`config.mk`:
```
export PLATFORM = sky130hd
export DESIGN_NAME = drex4_sprite_fetch_flat
export DESIGN_NICKNAME = d
export VERILOG_FILES = /design/src/rtl/drex4_pkg.sv /design/src/rtl/drex4_sprite_fetch_if.sv /design/src/rtl/drex4_anim_ctr.sv /design/src/rtl/drex4_sprite_fetch.sv /design/src/flat_wrapper.sv
export SDC_FILE = /design/constraint.sdc
export NUM_CORES = 1
export LEC_CHECK = 0
export ABC_AREA = 1
export CORE_UTILIZATION = 30
export DETAILED_ROUTE_END_ITERATION = 10
export PLACE_DENSITY = 0.64
export SETUP_SLACK_MARGIN = 0.3
export SYNTH_ARGS = -nofsm -noshare
export SYNTH_HDL_FRONTEND = slang
export SYNTH_SLANG_ARGS = --single-unit
```
`constraint.sdc`:
```
create_clock -name Clk -period 5.83 [get_ports Clk]
set_clock_uncertainty 0.05 [all_clocks]
set_input_delay 1.166 -clock Clk [delete_from_list [all_inputs] [get_ports Clk]]
set_output_delay 1.166 -clock Clk [all_outputs]
set_load 0.1 [all_outputs]
```
`src/rtl/drex4_pkg.sv`:
```
// Shared constants and types for the drex4 sprite fetch path.
package drex4_pkg;

  localparam int SPR_W           = 32;
  localparam int SPR_H           = 32;
  localparam int N_FRAMES        = 4;
  localparam int FRAME_DIV       = 8;
  localparam int TRANSPARENT_IDX = 0;
  localparam int BBOX_IDX        = 6;

  typedef logic [3:0] pal_idx_t;
  typedef logic [9:0] coord_t;

  // Counter width helper that never collapses to zero bits.
  function automatic int clog2_min1(input int v);
    return (v > 1) ? $clog2(v) : 1;
  endfunction

endpackage

```
`src/rtl/drex4_sprite_fetch_if.sv`:
```
// Beam/sprite inputs, sprite ROM port and palette-index outputs of the sprite fetch block.
interface drex4_sprite_fetch_if #(
  parameter int ROM_AW = 12
);
  import drex4_pkg::*;

  logic              frame_start;
  logic              pix_valid;
  coord_t            DrawX;
  coord_t            DrawY;
  coord_t            sprite_x;
  coord_t            sprite_y;
  logic              sprite_dir;
  logic              anim_en;
  logic [ROM_AW-1:0] rom_addr;
  pal_idx_t          rom_data;
  pal_idx_t          index;
  logic              opaque;
  logic              index_valid;

  modport master (
    output frame_start, pix_valid, DrawX, DrawY, sprite_x, sprite_y,
           sprite_dir, anim_en, rom_data,
    input  rom_addr, index, opaque, index_valid
  );

  modport slave (
    input  frame_start, pix_valid, DrawX, DrawY, sprite_x, sprite_y,
           sprite_dir, anim_en, rom_data,
    output rom_addr, index, opaque, index_valid
  );

endinterface

```
`src/rtl/drex4_anim_ctr.sv`:
```
// Animation stepper: divides frame_start pulses by FRAME_DIV and cycles through N_FRAMES.
module drex4_anim_ctr #(
  parameter int N_FRAMES  = 4,
  parameter int FRAME_DIV = 8,
  parameter int FRAME_W   = drex4_pkg::clog2_min1(N_FRAMES)
) (
  input  logic               Clk,
  input  logic               Reset,
  input  logic               frame_start,
  input  logic               anim_en,
  output logic [FRAME_W-1:0] frame
);

  localparam int DIV_W = drex4_pkg::clog2_min1(FRAME_DIV);

  logic [DIV_W-1:0]   div;
  logic [FRAME_W-1:0] frame_q;

  always_ff @(posedge Clk) begin
    if (Reset) begin
      div     <= '0;
      frame_q <= '0;
    end else if (frame_start && anim_en) begin
      if (div == DIV_W'(FRAME_DIV - 1)) begin
        div     <= '0;
        frame_q <= (frame_q == FRAME_W'(N_FRAMES - 1)) ? '0 : frame_q + FRAME_W'(1);
      end else begin
        div <= div + DIV_W'(1);
      end
    end
  end

  assign frame = frame_q;

endmodule

```
`src/rtl/drex4_sprite_fetch.sv`:
```
// Per-pixel sprite ROM fetch with 2-cycle latency; optional debug outline via DREX4_SPRITE_BBOX_EN.
module drex4_sprite_fetch #(
  parameter int SPR_W           = drex4_pkg::SPR_W,
  parameter int SPR_H           = drex4_pkg::SPR_H,
  parameter int N_FRAMES        = drex4_pkg::N_FRAMES,
  parameter int FRAME_DIV       = drex4_pkg::FRAME_DIV,
  parameter int TRANSPARENT_IDX = drex4_pkg::TRANSPARENT_IDX,
  parameter int ROM_AW          = $clog2(SPR_W * SPR_H * N_FRAMES)
) (
  input  logic                 Clk,
  input  logic                 Reset,
  drex4_sprite_fetch_if.slave  bus
);
  import drex4_pkg::*;

  localparam int       FRAME_W = clog2_min1(N_FRAMES);
  localparam int       CW      = clog2_min1(SPR_W);
  localparam int       RW      = clog2_min1(SPR_H);
  localparam pal_idx_t TRANSP  = pal_idx_t'(TRANSPARENT_IDX);

  function automatic logic in_range(input logic signed [10:0] v, input int lim);
    return (v >= 11'sd0) && (int'(v) < lim);
  endfunction

  coord_t             lx;
  coord_t             ly;
  logic               ldir;
  logic [FRAME_W-1:0] frame;

  // Position and facing only change at vertical blank so a frame never tears.
  always_ff @(posedge Clk) begin
    if (Reset) begin
      lx   <= '0;
      ly   <= '0;
      ldir <= 1'b0;
    end else if (bus.frame_start) begin
      lx   <= bus.sprite_x;
      ly   <= bus.sprite_y;
      ldir <= bus.sprite_dir;
    end
  end

  drex4_anim_ctr #(
    .N_FRAMES  (N_FRAMES),
    .FRAME_DIV (FRAME_DIV),
    .FRAME_W   (FRAME_W)
  ) u_anim (
    .Clk         (Clk),
    .Reset       (Reset),
    .frame_start (bus.frame_start),
    .anim_en     (bus.anim_en),
    .frame       (frame)
  );

  // ---- stage 0: hit test and address computation ----
  logic signed [10:0] col_p0;
  logic signed [10:0] row_p0;
  logic [CW-1:0]      col_lo_p0;
  logic [CW-1:0]      colm_p0;
  logic [RW-1:0]      row_lo_p0;
  logic               hit_p0;
  logic [ROM_AW-1:0]  addr_p0;

  assign col_p0    = signed'({1'b0, bus.DrawX}) - signed'({1'b0, lx});
  assign row_p0    = signed'({1'b0, bus.DrawY}) - signed'({1'b0, ly});
  assign col_lo_p0 = col_p0[CW-1:0];
  assign row_lo_p0 = row_p0[RW-1:0];
  assign hit_p0    = bus.pix_valid && in_range(col_p0, SPR_W) && in_range(row_p0, SPR_H);
  assign colm_p0   = ldir ? (CW'(SPR_W - 1) - col_lo_p0) : col_lo_p0;
  assign addr_p0   = ROM_AW'(frame) * ROM_AW'(SPR_W * SPR_H)
                   + ROM_AW'(row_lo_p0) * ROM_AW'(SPR_W)
                   + ROM_AW'(colm_p0);

  // ---- stage 1: registered ROM address ----
  logic [ROM_AW-1:0] rom_addr_p1;
  logic              hit_p1;
  logic              vld_p1;

  always_ff @(posedge Clk) begin
    if (Reset) begin
      rom_addr_p1 <= '0;
      hit_p1      <= 1'b0;
      vld_p1      <= 1'b0;
    end else begin
      hit_p1 <= hit_p0;
      vld_p1 <= bus.pix_valid;
      if (hit_p0) rom_addr_p1 <= addr_p0;
    end
  end

  assign bus.rom_addr = rom_addr_p1;

`ifdef DREX4_SPRITE_BBOX_EN
  logic edge_p1;

  always_ff @(posedge Clk) begin
    if (Reset) edge_p1 <= 1'b0;
    else       edge_p1 <= hit_p0 &&
                          ((col_lo_p0 == '0) || (col_lo_p0 == CW'(SPR_W - 1)) ||
                           (row_lo_p0 == '0) || (row_lo_p0 == RW'(SPR_H - 1)));
  end
`endif

  // ---- stage 2: ROM word to palette index ----
  pal_idx_t index_p2;
  logic     opaque_p2;
  logic     vld_p2;

  always_ff @(posedge Clk) begin
    if (Reset) begin
      index_p2  <= TRANSP;
      opaque_p2 <= 1'b0;
      vld_p2    <= 1'b0;
    end else begin
      vld_p2 <= vld_p1;
`ifdef DREX4_SPRITE_BBOX_EN
      if (edge_p1) begin
        index_p2  <= pal_idx_t'(BBOX_IDX);
        opaque_p2 <= 1'b1;
      end else
`endif
      if (hit_p1) begin
        index_p2  <= bus.rom_data;
        opaque_p2 <= (bus.rom_data != TRANSP);
      end else begin
        index_p2  <= TRANSP;
        opaque_p2 <= 1'b0;
      end
    end
  end

  assign bus.index       = index_p2;
  assign bus.opaque      = opaque_p2;
  assign bus.index_valid = vld_p2;

endmodule

```
`src/flat_wrapper.sv`:
```
// flat-port wrapper written by rule: the top's interface ports become plain ports
module drex4_sprite_fetch_flat import drex4_pkg::*;
#(
  parameter int SPR_W           = drex4_pkg::SPR_W,
  parameter int SPR_H           = drex4_pkg::SPR_H,
  parameter int N_FRAMES        = drex4_pkg::N_FRAMES,
  parameter int FRAME_DIV       = drex4_pkg::FRAME_DIV,
  parameter int TRANSPARENT_IDX = drex4_pkg::TRANSPARENT_IDX,
  parameter int ROM_AW          = $clog2(SPR_W * SPR_H * N_FRAMES)
)
  (Clk, Reset, bus_frame_start, bus_pix_valid, bus_DrawX, bus_DrawY, bus_sprite_x, bus_sprite_y, bus_sprite_dir, bus_anim_en, bus_rom_data, bus_rom_addr, bus_index, bus_opaque, bus_index_valid);
  drex4_sprite_fetch_if #(.ROM_AW(ROM_AW)) bus_i ();
  input  logic Clk;
  input  logic Reset;
  input wire logic [$bits(bus_i.frame_start)-1:0] bus_frame_start;
  input wire logic [$bits(bus_i.pix_valid)-1:0] bus_pix_valid;
  input wire logic [$bits(bus_i.DrawX)-1:0] bus_DrawX;
  input wire logic [$bits(bus_i.DrawY)-1:0] bus_DrawY;
  input wire logic [$bits(bus_i.sprite_x)-1:0] bus_sprite_x;
  input wire logic [$bits(bus_i.sprite_y)-1:0] bus_sprite_y;
  input wire logic [$bits(bus_i.sprite_dir)-1:0] bus_sprite_dir;
  input wire logic [$bits(bus_i.anim_en)-1:0] bus_anim_en;
  input wire logic [$bits(bus_i.rom_data)-1:0] bus_rom_data;
  output wire logic [$bits(bus_i.rom_addr)-1:0] bus_rom_addr;
  output wire logic [$bits(bus_i.index)-1:0] bus_index;
  output wire logic [$bits(bus_i.opaque)-1:0] bus_opaque;
  output wire logic [$bits(bus_i.index_valid)-1:0] bus_index_valid;
  assign bus_i.frame_start = bus_frame_start;
  assign bus_i.pix_valid = bus_pix_valid;
  assign bus_i.DrawX = bus_DrawX;
  assign bus_i.DrawY = bus_DrawY;
  assign bus_i.sprite_x = bus_sprite_x;
  assign bus_i.sprite_y = bus_sprite_y;
  assign bus_i.sprite_dir = bus_sprite_dir;
  assign bus_i.anim_en = bus_anim_en;
  assign bus_i.rom_data = bus_rom_data;
  assign bus_rom_addr = bus_i.rom_addr;
  assign bus_index = bus_i.index;
  assign bus_opaque = bus_i.opaque;
  assign bus_index_valid = bus_i.index_valid;
  drex4_sprite_fetch #(.SPR_W(SPR_W), .SPR_H(SPR_H), .N_FRAMES(N_FRAMES), .FRAME_DIV(FRAME_DIV), .TRANSPARENT_IDX(TRANSPARENT_IDX), .ROM_AW(ROM_AW)) u_core (.Clk(Clk), .Reset(Reset), .bus(bus_i));
endmodule
```
### Word level (Yosys, flattened, before mapping)

Cells that the tools add are included.

* flip-flop bits (word level): 46
* bits of input ports: 50
* output and inout port bits: 18
* word-level logic and storage cells: 36

* add/sub/neg operators: 7
* order comparisons: 4
* equal/unequal tests: 2
* mux-type cells: 3
* bitwise operators: 1
* reductions and logical operators: 8

Operator list (number)
* $ge 11x1->1 const B: 2
* $lt 11x7->1 const B: 2
* $sub 10x10->11: 2
* $add 12x10->12: 1
* $add 12x5->12: 1
* $logic_and 1x1->1: 5
* $mux 5: 1
* $sub 5x5->5 const A: 1
* $reduce_bool 4->1: 1
* $add 3x1->3 const B: 1
* $eq 3x3->1 const B: 1
* $mux 3: 1
* $add 2x1->2 const B: 1
* $eq 2x2->1 const B: 1
* $mux 2: 1
* $reduce_and 2->1: 1
* $reduce_or 2->1: 1
* $not 1->1: 1

### Depth between registers and ports, before layout

Gate-level depths: netlist of the first run.

* depth after elaboration: 5
* depth in mapped cells: 17
* mapped depth without buffers: 16

### Cells and area by module

Synthesis of the first run repeated with hierarchy kept, for this count alone.

* cell total of the unflattened synthesis: 472
* area, all modules: 3067.9 um2

Modules (own cells, without submodules)
* drex4_sprite_fetch: instances 1, cells an instance 439, area each 2822.7 um2, sequential area each 820.8 um2
* drex4_anim_ctr: instances 1, cells an instance 33, area each 245.2 um2, sequential area each 100.1 um2

### Least setup slack after synthesis of the first run

Ideal clock, no wire load.

* path kind: in2reg
* start: input bus_DrawX[0]
* end: register u_core.rom_addr_p1[0] (netlist: u_core.bus.rom_addr[0])
* library setup time: 0.113 ns
* arrival time: 2.868 ns
* required time: 5.667 ns
* slack: 2.799 ns
* stages: 14
* buffers on the path: 1
* path through: inv_1 > ha_1 > fa_1 > inv_1 > nand3_1 > nand3_1 > nand2_1 > nand3_1 > nand4_1 > nor2_4 > nand3_4 > buf_2 > nor2_1 > nor2_1

* word-level cells in the longest chain between the ends: 5
* elaborated cells on any way between the ends: 9
* classes of those cells: add/sub (3); order compare (2); mux (1); reduce/logical (3)

RTL lines
* start, declared: RTL line flat_wrapper.sv:17 `input wire logic [$bits(bus_i.DrawX)-1:0] bus_DrawX;`
* $sub 10x10->11 *: RTL line drex4_sprite_fetch.sv:64 `assign col_p0 = signed'({1'b0, bus.DrawX}) - signed'({1'b0, lx});`
* parallel branches: the longest is 4 deep, another holds $add 12x5->12
* end signal, assigned: RTL line drex4_sprite_fetch.sv:87 `if (hit_p0) rom_addr_p1 <= addr_p0;`
* end, declared: RTL line drex4_sprite_fetch.sv:75 `logic [ROM_AW-1:0] rom_addr_p1;`

Mark *: on every way between the ends.
A chain may end at the register's enable or synchronous reset.

### Final worst setup path of the first run

Ends and elaborated chain as after synthesis.

==> impl_metrics.toml, run 1 <==
[timing]
setup_violations = 0
min_period_ns = 3.538
fin_tns_setup_ns = 0
hold_viol_final = 0
tightest_slew_ns = 1.057
period_share = 0.6068
max_freq_mhz = 282.7
holdWs_ns = 0.3568
rsz0062_at_grt = "false"
slew_violations = 0
timing.final.ws_setup_ns = 2.292
relSlewSlack = 0.2943

[synth]
netlist_instances = 426
synth-main-ff-cell = "dfxtp_1"
synth.avg_cell_area_um2 = 6.758
synth.net_count = 501
synth-async-reset-ratio = 0
yosys-top-cells-area = "dfxtp_1, nand2_1, ha_1"
synth-seq-cells = 46
seq_area_frac_synth = 0.3199
yosysWarnings = 0
synth_top_cell_by_area = "dfxtp_1"
yosys.cell_types.count = 28
synth_top_area_share = 0.3199
synth_edf_count = 0
synthesis.area_um2 = 2879

[layout]
layout_commonest_cell = "nand2_1"
post-route-util = 0.4038
drive_above_1_share = 0.06939
final_cell_mix = "nand2_1, inv_1, clkdlybuf4s50_1, nor2_1, dfxtp_1"
diodes = 0
syn2layout_area_growth_pct = 30.20
fin_nets = 564

[placement]
gp_congestion = 0.8395
post-dp-hpwl_um = 5151
dp_slack_ns = 1.984
place.port_buffers = 67

[grt]
busiest_layer = "met2"
grt_use_met3 = 0.03273
grt_max_degree = 40
met1_usage = 0.1763
track_usage = 0.1393
grt_pass1_wl_um = 11190
use_met2 = 0.2387
grt_overflow = 0
first_global_vias = 2604
grt_antenna_before_repair = 0

[floorplanning]
io_pins = 68
fp-row-count = 35
dieArea_um2 = 9992
fp.dieW_um = 99.96
die_h_um = 99.96
start_util = 0.3101
design.core.area_um2 = 9284

[pwr]
vdd_drop_max_mv = 0.08076
cellLeakagePower_nw = 1.769
design_power_total_mw = 0.7502
p_per_area_nw_per_um2 = 200.1

[setup_path]
critPathKind = "in -> reg"
endpoint_kind = "flop"
crit_slowest_cell = "clkdlybuf4s50_1"
cp_slowest_stage_delay_ns = 0.45
cp_max_fo = 23
cp-start-kind = "input port"
path_cells = "clkdlybuf4s50_1 > inv_1 > ha_1 > fa_1 > inv_1 > nand3_1 > nand3_1 > nand2_1 > nand3_1 > nand4_1 > nor2_4 > nand3_4 > nand2_2 > nand2_1 > nor2_1"
cp_data_required_time_ns = 6.01
cp_top_family = "simple AND/OR/NAND/NOR gates"
ff2ff_setup_slack_ns = 3.36
cp_common_cell = "nand3_1"
arrival_ns = 3.72
worst-path-buf-inv = 3

[clocking]
cts_resized = 0
clock-sinks = 46
cts_made_buffers = 5
cts_tree = "done"
clockBufferDepth = 2
clk_latency_ns = 0.30
htree_levels = 2
root_buffer = "clkbuf_8"
cts_setup_buffers = 0
ctsHoldBuffers = 0
clkSlewWorstSetupHoldPaths_ns = 0.09

[drt]
via_per_inst = 4.309
routed_wl_um = 6504
drt_iter0_drc = 70
vias = 2667
detail-route-antenna-nets = 0
firstDrtPassIters = 4
routedWlPerCell_um = 10.51
drc_errors = 0

[worst_hold_path]
hold_class = "reg -> reg"

[run]
max-cap-violations = 0

[outcome]
status = "finished, final reports clean"
-- final cells by class --
| class | count | area (um^2) |
|---|---|---|
| Tap cell | 129 | 161.4 |
| Multi-Input combinational cell | 290 | 1609 |
| Sequential cell | 46 | 920.9 |
| Clock inverter | 3 | 21.27 |
| Fill cell | 1014 | 5535 |
| Inverter | 79 | 296.5 |
| Clock buffer | 5 | 68.82 |
| Timing Repair Buffer | 67 | 670.6 |
-- layer usage --
layer	vias up	routed length (um)	share of wire
met2	63	2851	0.44
met4	0	76	0.012
li1	1446	-	-
met5	-	0	0
met1	1149	3239	0.50
met3	9	337	0.052
-- worst reg2reg max path, delay by kind of cell, from the launching register on --
| family | cells | cell delay [ns] |
|---|---|---|
| adders and majority gates | 2 | 0.62 |
| buffers and inverters | 1 | 0.10 |
| and+or+nand+nor | 10 | 1.32 |
| DFF | 1 | 0.32 |
-- per-stage QoR --
stage	instances	area, um^2
final	619	3749
after global routing	619	3749
after CTS	619	3749
after detailed placement	611	3659
after global placement	611	3659
after floorplan	426	2879
-- synth_stat cells, drive strengths merged, types with 4 or more instances --
cell type	number
o21ai	22
nand2	100
o21bai	4
xnor2	6
xor2	5
a21oi	31
nor2	61
dfxtp	46
nand3	23
clkbuf	8
nand4	8
inv	79
ha	23
-- logic make-up after synthesis --
kind of cell	after synthesis	share of synthesized area
buf+inv	90	0.1212
xor+xnor	11	0.03346
fa+ha+maj	25	0.1139
flops	46	0.3199
simple gates	195	0.2994
compound gates	59	0.1121
-- path summary, 6_finish.rpt --
check / startpoint / end / cells after the start
min reg2reg: u_core.vld_p1 / u_core.bus.index_valid / 2
min: u_core.vld_p1 / u_core.bus.index_valid / 2
max: bus_DrawX[0] / u_core.bus.rom_addr[0] / 15
max reg2reg: u_core.lx[0] / u_core.bus.rom_addr[0] / 13
-- registers in the layout (all words and copies together), names as in the netlist --
signal                  count
u_core.u_anim.div           3
u_core.bus.index            4
u_core.ldir                 1
u_core.bus.index_valid      1
u_core.lx                  10
u_core.u_anim.frame         2
u_core.hit_p1               1
u_core.vld_p1               1
u_core.bus.rom_addr        12
u_core.ly                  10
u_core.bus.opaque           1
-- power breakdown --
part	leakage (nW)	switching, mW	internal [mW]
sequential	0.377	0.00498	0.326
combinational	1.35	0.124	0.0952
clock	0.0441	0.116	0.0845
Power figures use the tool's default switching activity.
==> inputs of run 2 (changes only) <==
- clock period: 5.83 -> 3.41 ns (I/O delays scaled with it)
==> impl_metrics.toml, run 2 (synthesis gave the netlist of run 1 again) <==
[floorplanning]
io_pins = 68
dieArea_um2 = 9992
fp.dieW_um = 99.96
design.core.area_um2 = 9284
start_util = 0.3101
fp-row-count = 35
die_h_um = 99.96

[pwr]
vdd_drop_max_mv = 0.2385
design_power_total_mw = 1.301
cellLeakagePower_nw = 1.814
p_per_area_nw_per_um2 = 345.1

[drt]
via_per_inst = 4.314
routedWlPerCell_um = 10.47
vias = 2692
routed_wl_um = 6532
firstDrtPassIters = 4
drc_errors = 0
drt_iter0_drc = 102
detail-route-antenna-nets = 0

[timing]
fin_tns_setup_ns = 0
slew_violations = 0
rsz0062_at_grt = "true"
tightest_slew_ns = 0.9634
hold_viol_final = 0
timing.final.ws_setup_ns = 0.4667
relSlewSlack = 0.3557
period_share = 0.8631
max_freq_mhz = 339.8
setup_violations = 0
min_period_ns = 2.943

[setup_path]
rr_endpoint = "u_core.bus.rom_addr[11]"
cp_max_fo = 12
crit-reg2reg-launch = "u_core.lx[0]"
endpoint_kind = "flop"
arrival_ns = 3.14
worstRegToRegCells = 13
path_cells = "clkdlybuf4s50_1 > inv_1 > ha_1 > fa_1 > inv_1 > nand3_1 > nand3_1 > nand2_1 > nand3_1 > nand4_1 > nor2_4 > nand3_4 > nand2_1 > nand2_1 > nor2_1"
ff2ff_setup_slack_ns = 1.03
cp_data_required_time_ns = 3.60
cp_slowest_stage_delay_ns = 0.45
cp-start-kind = "input port"
critPathKind = "in -> reg"
crit_slowest_cell = "clkdlybuf4s50_1"

[worst_hold_path]
hold_start = "u_core.vld_p1"
hold_class = "reg -> reg"
whs_endpoint = "u_core.bus.index_valid"
holdPathStages = 2

[layout]
largest_reg_flops = 12
final_cell_mix = "nand2_1, inv_1, nor2_1, clkdlybuf4s50_1, dfxtp_1"
drive_above_1_share = 0.1030
fin_nets = 569
layout.cells.non_filler = 624
layout_commonest_cell = "nand2_1"
syn2layout_area_growth_pct = 30.94
fillerInstances = 989
diodes = 0

[grt]
grt_max_degree = 26
grt_overflow = 0
grt_antenna_before_repair = 0
first_global_vias = 2480
grt_pass1_wl_um = 10910
track_usage = 0.1359

[clocking]
ctsHoldBuffers = 0
clk_latency_ns = 0.31
htree_levels = 2
clockBufferDepth = 2
cts_setup_buffers = 0
cts_made_buffers = 5
root_buffer = "clkbuf_8"
cts_tree = "done"
clock-sinks = 46
cts_resized = 0
clkSlewWorstSetupHoldPaths_ns = 0.10

[run]
max-cap-violations = 0

[outcome]
status = "finished, final reports clean"

[placement]
dp_slack_ns = 0.06938
post-dp-hpwl_um = 5238
placed_cells = 615
place.port_buffers = 67
gp_congestion = 0.8535
==> run 2: cell count changes in the layout (fill, tap and decap cells not counted), sizes merged <==
cell / before / now
inv: 79 / 80
clkdlybuf4s50: 67 / 55
nand3: 23 / 24
clkinv: 2 / 1
buf: 0 / 16
==> run 2: stage by stage <==
step	util	instance area (um^2)	hold WS, ns
after floorplan	-	2879	0.3383
after global placement	0.3941	3659	0.3433
after detailed placement	0.3941	3659	0.3461
after CTS	0.4042	3752	0.3602
after global routing	0.4061	3770	0.3770
final	0.4061	3770	0.3597
==> run 2: worst max-delay path: cells and delay by family <==
family | cells | cell delay, ns
and+or+nand+nor | 10 | 1.24
adders and majority gates | 2 | 0.63
buffers and inverters | 3 | 0.60
==> run 2: area by class of cell <==
| class | count | area [um^2] | share of cell area |
|---|---|---|---|
| multi-input cells | 291 | 1627 | 0.4315 |
| flip-flops and latches | 46 | 920.9 | 0.2443 |
| repair buffers | 71 | 670.6 | 0.1779 |
| inverters | 79 | 296.5 | 0.07866 |
| well taps | 129 | 161.4 | 0.04281 |
| clock buffers | 5 | 68.82 | 0.01825 |
| clock inverters | 3 | 25.02 | 0.006638 |
==> run 2: how the worst max path moves through the flow <==
stage / from / to / slack [ns]
final: bus_DrawX[0] / u_core.bus.rom_addr[11] / 0.47
after CTS: bus_DrawX[0] / u_core.bus.rom_addr[11] / 0.38
after global placement: bus_DrawX[0] / u_core.bus.rom_addr[11] / 0.1
after detailed placement: bus_DrawX[0] / u_core.bus.rom_addr[11] / 0.07
after floorplan: bus_DrawX[0] / u_core.bus.rom_addr[0] / 0.86
after global routing: bus_DrawX[0] / u_core.bus.rom_addr[10] / 0.27
==> run 2: where the power goes <==
part           internal (mW)  switching [mW]
sequential             0.557         0.00839
clock                  0.148           0.204
combinational          0.165           0.217
total                  0.871           0.430
==> run 2: routing by layer <==
metal  global-route usage  share of wire  wire, um
met4              0.03507         0.0078        51
met5                    0              0         0
met2               0.2239           0.43      2823
met3              0.03064          0.052       340
met1               0.1793           0.51      3317
